--- src/rtl/fetch_hazard_ctrl_pkg.sv ---
// Shared decode constants and FSM state type for the front-end sequencing controller.
package pipeline_ctrl_pkg;

  // Instruction op field encodings
  localparam logic [1:0] OP_ALU  = 2'b00;
  localparam logic [1:0] OP_MEM  = 2'b01;
  localparam logic [1:0] OP_CTRL = 2'b10;

  // Instruction inst field encodings
  localparam logic [1:0] INST_LD  = 2'b00;
  localparam logic [1:0] INST_ST  = 2'b01;
  localparam logic [1:0] INST_NOP = 2'b10;

  typedef enum logic [1:0] {
    RUN      = 2'd0,
    VEC_WAIT = 2'd1,
    FLUSH    = 2'd2
  } ctrl_state_t;

endpackage

--- src/rtl/fetch_hazard_ctrl_load_use_detect.sv ---
// Combinational load-use comparator: a scalar load in EX whose destination feeds
// the instruction waiting in IF/ID. R0 is hardwired zero and a NOP reads nothing.
module load_use_detect
  import pipeline_ctrl_pkg::*;
(
  input  logic       i_ex_is_ld,
  input  logic [3:0] i_ex_rd,
  input  logic [1:0] i_id_op,
  input  logic [1:0] i_id_inst,
  input  logic [3:0] i_id_rs_a,
  input  logic [3:0] i_id_rs_b,
  output logic       o_hazard
);

  logic w_id_is_nop;
  logic w_rd_nonzero;
  logic w_rd_match;

  assign w_id_is_nop  = (i_id_op == OP_ALU) && (i_id_inst == INST_NOP);
  assign w_rd_nonzero = (i_ex_rd != 4'd0);
  assign w_rd_match   = (i_ex_rd == i_id_rs_a) || (i_ex_rd == i_id_rs_b);

  assign o_hazard = i_ex_is_ld && w_rd_nonzero && w_rd_match && !w_id_is_nop;

endmodule

--- src/rtl/fetch_hazard_ctrl.sv ---
// Front-end sequencing controller: decides each cycle whether PC, IF/ID and ID/EX
// advance, stall, take a bubble or flush, and profiles stalled cycles.
module fetch_hazard_ctrl
  import pipeline_ctrl_pkg::*;
#(
  parameter int VEC_BEATS    = 4,
  parameter int FLUSH_CYCLES = 1,
  parameter int PERF_W       = 16
) (
  input  logic              clk,
  input  logic              rst,
  input  logic [1:0]        id_op,
  input  logic [1:0]        id_inst,
  input  logic [3:0]        id_rs_a,
  input  logic [3:0]        id_rs_b,
  input  logic              ex_valid,
  input  logic [1:0]        ex_op,
  input  logic [1:0]        ex_inst,
  input  logic              ex_flagV,
  input  logic [3:0]        ex_rd,
  input  logic              jmp_en,
  output logic              pc_en,
  output logic              pc_sel_jmp,
  output logic              ifid_en,
  output logic              ifid_flush,
  output logic              idex_flush,
  output logic              ex_hold,
  output logic [1:0]        state_o,
  output logic [PERF_W-1:0] stall_cycles
);

  localparam int VC_W = (VEC_BEATS > 1) ? $clog2(VEC_BEATS) : 1;
  // The RUN cycle that sees the vector op is the first hold beat, so VEC_WAIT covers the rest.
  localparam logic [VC_W-1:0] VEC_RELOAD   = VC_W'(VEC_BEATS - 2);
  // The jump cycle is the first flush beat; FLUSH covers the remaining ones.
  localparam logic [1:0]      FLUSH_RELOAD = 2'(FLUSH_CYCLES - 1);

  ctrl_state_t       r_state;
  logic [VC_W-1:0]   r_vec_cnt;
  logic [1:0]        r_flush_cnt;
  logic [PERF_W-1:0] r_stall_cycles;

  logic w_scalar_ld;
  logic w_vec_mem;
  logic w_load_use;

  assign w_scalar_ld = ex_valid && (ex_op == OP_MEM) && (ex_inst == INST_LD) && !ex_flagV;
  assign w_vec_mem   = ex_valid && (ex_op == OP_MEM) && ex_flagV;

  load_use_detect u_load_use_detect (
    .i_ex_is_ld (w_scalar_ld),
    .i_ex_rd    (ex_rd),
    .i_id_op    (id_op),
    .i_id_inst  (id_inst),
    .i_id_rs_a  (id_rs_a),
    .i_id_rs_b  (id_rs_b),
    .o_hazard   (w_load_use)
  );

  // Output decode from current state and inputs; reset forces a quiet, flushing front end
  always_comb begin
    pc_en      = 1'b0;
    pc_sel_jmp = 1'b0;
    ifid_en    = 1'b0;
    ifid_flush = 1'b0;
    idex_flush = 1'b0;
    ex_hold    = 1'b0;
    if (rst) begin
      ifid_flush = 1'b1;
      idex_flush = 1'b1;
    end else begin
      case (r_state)
        RUN: begin
          if (jmp_en) begin
            pc_en      = 1'b1;
            pc_sel_jmp = 1'b1;
            ifid_flush = 1'b1;
            idex_flush = 1'b1;
          end else if (w_vec_mem) begin
            ex_hold = 1'b1;
          end else if (w_load_use) begin
            idex_flush = 1'b1;
          end else begin
            pc_en   = 1'b1;
            ifid_en = 1'b1;
          end
        end
        VEC_WAIT: begin
          ex_hold = 1'b1;
        end
        FLUSH: begin
          pc_en      = 1'b1;
          ifid_flush = 1'b1;
          idex_flush = 1'b1;
        end
        default: begin
          ifid_flush = 1'b1;
          idex_flush = 1'b1;
        end
      endcase
    end
  end

  // FSM, beat counters and saturating stall profiler
  always_ff @(posedge clk) begin
    if (rst) begin
      r_state        <= RUN;
      r_vec_cnt      <= '0;
      r_flush_cnt    <= '0;
      r_stall_cycles <= '0;
    end else begin
      if (!pc_en && (r_stall_cycles != '1)) begin
        r_stall_cycles <= r_stall_cycles + 1'b1;
      end
      case (r_state)
        RUN: begin
          if (jmp_en) begin
            if (FLUSH_CYCLES > 1) begin
              r_state     <= FLUSH;
              r_flush_cnt <= FLUSH_RELOAD;
            end
          end else if (w_vec_mem) begin
            r_state   <= VEC_WAIT;
            r_vec_cnt <= VEC_RELOAD;
          end
        end
        VEC_WAIT: begin
          if (r_vec_cnt == '0) begin
            r_state <= RUN;
          end else begin
            r_vec_cnt <= r_vec_cnt - 1'b1;
          end
        end
        FLUSH: begin
          // r_flush_cnt counts remaining flush beats including this one; leave as it hits 0
          if (r_flush_cnt <= 2'd1) begin
            r_state <= RUN;
          end
          if (r_flush_cnt != 2'd0) begin
            r_flush_cnt <= r_flush_cnt - 1'b1;
          end
        end
        default: begin
          r_state <= RUN;
        end
      endcase
    end
  end

  // EX is frozen during VEC_WAIT, so a jump cannot legitimately resolve there
  always_ff @(posedge clk) begin
    if (!rst && (r_state == VEC_WAIT)) begin
      assert (!jmp_en);
    end
  end

  assign state_o      = r_state;
  assign stall_cycles = r_stall_cycles;

endmodule

--- config.mk ---
export PLATFORM = sky130hd
export DESIGN_NAME = fetch_hazard_ctrl
export DESIGN_NICKNAME = d
export VERILOG_FILES = /design/src/rtl/fetch_hazard_ctrl_pkg.sv /design/src/rtl/fetch_hazard_ctrl_load_use_detect.sv /design/src/rtl/fetch_hazard_ctrl.sv
export SDC_FILE = /design/constraint.sdc
export NUM_CORES = 1
export LEC_CHECK = 0
export CORE_MARGIN = 1
export CORE_UTILIZATION = 38
export CTS_CLUSTER_SIZE = 40
export DETAILED_ROUTE_END_ITERATION = 6
export GPL_ROUTABILITY_DRIVEN = 0
export HOLD_SLACK_MARGIN = 0.03
export PLACE_DENSITY_LB_ADDON = 0.1
export SLEW_MARGIN = 25
export SYNTH_ARGS = -nofsm -noshare
export SYNTH_HDL_FRONTEND = slang
export SYNTH_SLANG_ARGS = --single-unit
--- constraint.sdc ---
create_clock -name clk -period 2.55 [get_ports clk]
set_input_delay 0.765 -clock clk [delete_from_list [all_inputs] [get_ports clk]]
set_output_delay 0.765 -clock clk [all_outputs]
set_load 0.05 [all_outputs]
==> results.toml, run 1 <==
[outcome]
status = "finished, violations left"
failed_checks = "DRC, setup timing"

[synth]
syn-cell-area_sq_um = 1190
postSynth.topFlopCell = "sky130_fd_sc_hd__dfxtp_1"
synth-seq-cells = 19
synth_seq_area_share_pct = 31.9
synth_nets = 163
per_instance_average_area_after_synthesis_sq_um = 8.76
synthArstFlopShare_pct = 0
synth-warning-count = 0
synth_enable_flop_cells = 0
synth.lib_cells_used.distinct = 48
postSynthCellCount = 136

[die]
starting_utilization_of_the_core_area_pct = 41.8
floorplan.die.width_microns = 58.0
die_h_microns = 58.0
placement_rows = 19
top_level_ports = 49
area_enclosed_by_the_die_boundary_sq_um = 3360
area_inside_the_core_boundary_sq_um = 2850

[routing]
avgRoutedWirePerCell_microns = 13.8
drt.antenna.violating_nets = 0
dr_total_vias = 1219
routed_vias_inst = 5.23
drtPass1Iterations = 6
route.detailed.drc = 4
postRouteWirelength_microns = 3220
dr.first_iter.drc_count = 31

[critical_path]
setup.worst_path.start = "ex_rd[2]"
worstPathRequired_ns = 1.79
crit-reg2reg-launch = "stall_cycles[3]"
critical_path.cell_chain = "buf_2 -> xor2_1 -> nor4_4 -> o21ai_4 -> a21o_4 -> buf_12"
timing.critical_path.slowest_stage_cell = "sky130_fd_sc_hd__nor4_4"
crit_buf_inv = 2
crit_path_end_kind = "output pin"
critPathCapture = "pc_en"
arrival_ns = 1.93
r2r_slack_ns = 0.35
worst_path_largest_cell_delay_ns = 0.33
worstSetupPathDepth = 6
type_of_the_worst_setup_path = "input pin to output pin"
reg2reg_depth = 6
rr_endpoint = "stall_cycles[11]"
path_max_fanout = 4
worstSetupStartpointType = "input pin"
path_delay_family = "compound AO/OA/AOI/OAI gates"

[final_layout]
post_layout_nonfiller_instances = 233
final_common_cell = "sky130_fd_sc_hd__buf_4"
antennaDiodeCount = 0
layout.filler_cells = 246
final_cell_mix = "sky130_fd_sc_hd__buf_4 (20), sky130_fd_sc_hd__dfxtp_1 (19), sky130_fd_sc_hd__clkdlybuf4s50_1 (17), sky130_fd_sc_hd__nor2_1 (12), sky130_fd_sc_hd__dlygate4sd2_1 (8)"
area_growth_pct = 68.2
drive_above_1_share_pct = 40.1
fin_nets = 230

[cts]
cts.reportedPaths.clkPinSlew_ns = 0.11
clock_sink_count = 19
cts_root_buf = "sky130_fd_sc_hd__clkbuf_4"
cts_inserted_buffers = 3
tritoncts = "done"
clock_path_buffers = 2
ctsHtreeMaxLevel = 1
clkLatencyLatePin_ns = 0.31

[global_route]
global_route_wire_length_before_repair_microns = 5640
number_of_antenna_violations_at_the_first_check_in_global_routing = 0
grt_remaining_overflow = 0
vias_in_the_first_global_route = 1232
global_route_usage_sum_pct = 21.8
largest_net_degree_at_the_start_of_global_routing = 22

[timing]
period_needed_ns = 2.70
finalSetupViolations = 3
fmax_mhz = 370
timing.clock.skew_ns = 0.00558
postLayoutSetupSlackWorst_ns = -0.150
rsz_0062_raised_after_global_routing = "true"
worst_slew_margin_rel_pct = 66.8
slew_violations = 0
min_period_over_period_pct = 106
slew_worst_pin_ns = 0.497
total_count_of_hold_check_failures_in_the_final_report = 0

[place]
dp_worst_setup_slack_ns = -0.560
detailedPlacementHpwl_microns = 2580
port_buffers = 47
dpl.cell_count = 228

[power]
worst_ir_drop_vdd_uv = 352
power.density_cell_area_nw_per_um2 = 331
leakagePower_uw = 0.000796

[worst_hold_path]
hold_class = "flip-flop to flip-flop"

[flow_run]
maxCapViolCount = 0
==> per-layer routing <==
metal / track usage (%) / part of all wire, % / up-vias
met4: 7.14 / 1.2 / 0
li1: - / - / 615
met1: 27.4 / 43 / 580
met3: 4.69 / 3.2 / 4
met5: 0 / 0 / -
met2: 37.1 / 52 / 20
==> state kept, by name, indices dropped and copies added (netlist names) <==
| signal | cells |
|---|---|
| r_vec_cnt | 2 |
| state_o | 1 |
| stall_cycles | 16 |
==> synth_stat cells, types with 2 or more instances <==
library cell	n	share of area [%]
sky130_fd_sc_hd__nor4_1	3	1.6
sky130_fd_sc_hd__a21o_1	2	1.3
sky130_fd_sc_hd__nor2_1	15	4.7
sky130_fd_sc_hd__a211oi_1	2	1.3
sky130_fd_sc_hd__nand3_1	4	1.7
sky130_fd_sc_hd__or3_1	2	1.1
sky130_fd_sc_hd__and3_1	2	1.1
sky130_fd_sc_hd__and4_4	2	1.9
sky130_fd_sc_hd__a31o_2	2	1.5
sky130_fd_sc_hd__o21ai_0	2	0.84
sky130_fd_sc_hd__mux2_2	6	5.7
sky130_fd_sc_hd__nand4_1	4	2.1
sky130_fd_sc_hd__a21oi_1	6	2.5
sky130_fd_sc_hd__xnor2_1	4	2.9
sky130_fd_sc_hd__inv_1	6	1.9
sky130_fd_sc_hd__and3_2	3	1.9
sky130_fd_sc_hd__or4_1	2	1.3
sky130_fd_sc_hd__xor2_1	8	5.9
sky130_fd_sc_hd__ha_1	2	2.1
sky130_fd_sc_hd__buf_4	2	1.3
sky130_fd_sc_hd__o31ai_1	2	1.3
sky130_fd_sc_hd__nand2_1	6	1.9
sky130_fd_sc_hd__nor2b_1	6	3.2
sky130_fd_sc_hd__dfxtp_1	19	32
==> final cells by class <==
class	instances	area (sq um)	share of cell area [%]
clock buffers	4	26.3	1.31
inverters	6	22.5	1.12
multi-input cells	106	917	45.8
flip-flops and latches	19	380	19.0
well taps	31	38.8	1.94
repair buffers	67	618	30.9
==> worst reg2reg max path, cell delays in order, from the launching register on <==
cell and delay (ns):
sky130_fd_sc_hd__dfxtp_1 0.45, sky130_fd_sc_hd__and4_4 0.28, sky130_fd_sc_hd__and4_4 0.25, sky130_fd_sc_hd__or3b_4 0.41
sky130_fd_sc_hd__a211oi_4 0.31, sky130_fd_sc_hd__nand3_2 0.11, sky130_fd_sc_hd__mux2_4 0.30
==> per-stage QoR <==
step           instance area [sq um]  TNS (ns)  hold WS [ns]  power [uW]  util (%)
6_report                        2000    -0.354         0.509         663      70.2
5_1_grt                         2000    -0.548         0.536         694      70.2
4_1_cts                         1980    -0.660         0.513         660      69.6
3_5_place_dp                    1920     -7.86         0.498         506      67.2
3_3_place_gp                    1920     -7.76         0.473         501      67.2
2_1_floorplan                   1230   -0.0589         0.472         403         -
==> timing repair <==
item | in CTS | in global routing
gates resized for setup | 52 | 23
endpoints found under the setup margin | 17 | 6
buffers inserted | 1 | 0
pin swaps | 12 | 7
hold buffers | 0 | 0
==> how the worst min path moves through the flow <==
stage | endpoint | start | cells after the start
floorplan | r_vec_cnt[1] | r_vec_cnt[1] | 2
global placement | stall_cycles[14] | stall_cycles[14] | 2
detailed placement | stall_cycles[14] | stall_cycles[14] | 2
CTS | stall_cycles[14] | stall_cycles[14] | 2
global route | stall_cycles[14] | stall_cycles[14] | 2
finish | stall_cycles[14] | stall_cycles[14] | 2
==> kinds of logic after synthesis <==
| group | synth area share, % |
|---|---|
| simple gates | 29.6 |
| compound gates | 15.1 |
| flops | 31.9 |
| xor+xnor | 8.82 |
| buf+inv | 4.31 |
| mux | 7.77 |
| fa+ha+maj | 2.10 |
| other cells | 0.315 |
==> power by group <==
group / total [uW] / internal [uW] / switching, uW
combinational: 199 / 91.7 / 108
clock: 157 / 61.1 / 96.0
sequential: 307 / 301 / 5.52
total: 663 / 454 / 209
Power figures use the tool's default switching activity.
==> inputs of run 2 (changes only) <==
--- a/config.mk
+++ b/config.mk
@@ -11,7 +11,7 @@
 export DETAILED_ROUTE_END_ITERATION = 6
 export GPL_ROUTABILITY_DRIVEN = 0
 export HOLD_SLACK_MARGIN = 0.03
-export PLACE_DENSITY_LB_ADDON = 0.1
+export PLACE_DENSITY = 0.75
 export SLEW_MARGIN = 25
 export SYNTH_ARGS = -nofsm -noshare
 export SYNTH_HDL_FRONTEND = slang
==> results.toml, run 2 (same netlist as run 1, synthesis figures left out) <==
[timing]
fmax_mhz = 364
postLayoutSetupSlackWorst_ns = -0.201
slew_worst_pin_ns = 0.501
rsz_0062_raised_after_global_routing = "true"
min_period_over_period_pct = 108
timing.clock.skew_ns = 0.00751
setup_tns_ns = -0.446
worst_slew_margin_rel_pct = 66.5
finalSetupViolations = 3
period_needed_ns = 2.75
slew_violations = 0
total_count_of_hold_check_failures_in_the_final_report = 0

[final_layout]
final_common_cell = "sky130_fd_sc_hd__dfxtp_1"
max_reg_flops = 16
fin_nets = 228
final_cell_mix = "sky130_fd_sc_hd__dfxtp_1 (19), sky130_fd_sc_hd__clkdlybuf4s50_1 (17), sky130_fd_sc_hd__buf_4 (17), sky130_fd_sc_hd__nor2_1 (12), sky130_fd_sc_hd__clkdlybuf4s15_1 (7)"
antennaDiodeCount = 0
postLayoutCoreUtil_pct = 70.1
drive_above_1_share_pct = 39.0
post_layout_nonfiller_instances = 231
area_growth_pct = 68.0

[global_route]
global_route_wire_length_before_repair_microns = 5400
global_route_usage_sum_pct = 20.6
vias_in_the_first_global_route = 1266
largest_net_degree_at_the_start_of_global_routing = 26
number_of_antenna_violations_at_the_first_check_in_global_routing = 0
grt_remaining_overflow = 0

[place]
dpl.cell_count = 226
detailedPlacementHpwl_microns = 2440
port_buffers = 47
dp_worst_setup_slack_ns = -0.603

[critical_path]
type_of_the_worst_setup_path = "input pin to output pin"
worstSetupStartpointType = "input pin"
arrival_ns = 1.99
path_max_fanout = 4
worstPathRequired_ns = 1.79
crit_path_end_kind = "output pin"
crit-reg2reg-launch = "stall_cycles[2]"
rr_endpoint = "stall_cycles[11]"
r2r_slack_ns = 0.39
reg2reg_depth = 6

[die]
area_enclosed_by_the_die_boundary_sq_um = 3360
area_inside_the_core_boundary_sq_um = 2850
floorplan.die.width_microns = 58.0
die_h_microns = 58.0
placement_rows = 19
top_level_ports = 49
starting_utilization_of_the_core_area_pct = 41.8

[routing]
drt.antenna.violating_nets = 0
dr_total_vias = 1211
route.detailed.drc = 2
routed_vias_inst = 5.24
drtPass1Iterations = 7
postRouteWirelength_microns = 3180
avgRoutedWirePerCell_microns = 13.8
dr.first_iter.drc_count = 63

[cts]
hold_buffers_post_cts = 0
ctsHtreeMaxLevel = 1
clkLatencyLatePin_ns = 0.30
clock_path_buffers = 2
cts_inserted_buffers = 3
cts_root_buf = "sky130_fd_sc_hd__clkbuf_4"
cts.reportedPaths.clkPinSlew_ns = 0.10
tritoncts = "done"
clock_sink_count = 19

[outcome]
failed_checks = "DRC, setup timing"
status = "finished, violations left"

[power]
switching_share_pct = 31.2
p_int_uw = 453
clkPwrFrac_pct = 23.5
leakagePower_uw = 0.000787
seq_power_share_pct = 46.7
power_frac_comb_pct = 29.8
switchingPower_uw = 205
finalPower_uw = 658
worst_ir_drop_vdd_uv = 362
power.density_cell_area_nw_per_um2 = 329

[worst_hold_path]
holdPathEnd = "r_vec_cnt[1]"
hold_class = "flip-flop to flip-flop"
timing.hold.worst.start = "r_vec_cnt[1]"
min_delay_path_depth = 2

[flow_run]
maxCapViolCount = 0
==> run 2: power groups by stage <==
stage	sequential (uW)	combinational [uW]	clock (uW)
global route	308	208	168
global placement	313	184	0
floorplan	326	76.3	0
finish	307	196	155
CTS	307	189	162
detailed placement	314	188	0
==> run 2: area by class of cell <==
cell class              instances  area, sq um
multi-input cells             106          920
flip-flops and latches         19          380
clock buffers                   4         26.3
well taps                      31         38.8
inverters                       6         22.5
repair buffers                 65          613
fillers                       219          852
==> run 2: worst max-delay path, cell delays in order <==
cell and delay, ns:
sky130_fd_sc_hd__buf_6 0.09, sky130_fd_sc_hd__or3_4 0.38, sky130_fd_sc_hd__nor4_4 0.21, sky130_fd_sc_hd__o21ai_4 0.15, sky130_fd_sc_hd__a21o_4 0.24, sky130_fd_sc_hd__buf_12 0.14
==> run 2: worst max path at each step <==
stage               startpoint         endpoint  slack (ns)  cells after the start
floorplan             ex_flagV       idex_flush       -0.05                      4
global placement      ex_rd[1]  stall_cycles[7]       -0.57                      8
detailed placement    ex_flagV  stall_cycles[7]       -0.60                      8
CTS                 ex_inst[0]            pc_en       -0.35                      6
global route        ex_inst[0]            pc_en       -0.27                      6
finish              ex_inst[0]            pc_en       -0.20                      6
==> run 2: stage by stage <==
stage	hold slack (ns)	instance area (sq um)
after CTS	0.516	1980
after global placement	0.472	1900
after floorplan	0.472	1230
after global routing	0.558	2000
final	0.512	2000
after detailed placement	0.499	1900
==> run 2: timing repair <==
item	CTS	global route
setup endpoints to repair	21	16
pin swaps	9	10
buffers inserted	0	1
resized for setup	53	24
cloned	0	0
==> run 2: per-layer routing <==
layer  GRT usage, %  wire (microns)  vias up
met3           4.02             109        2
li1               -               -      608
met5              0               0        -
met4           4.08              15        0
met2           37.3            1660       24
met1           25.3            1390      577
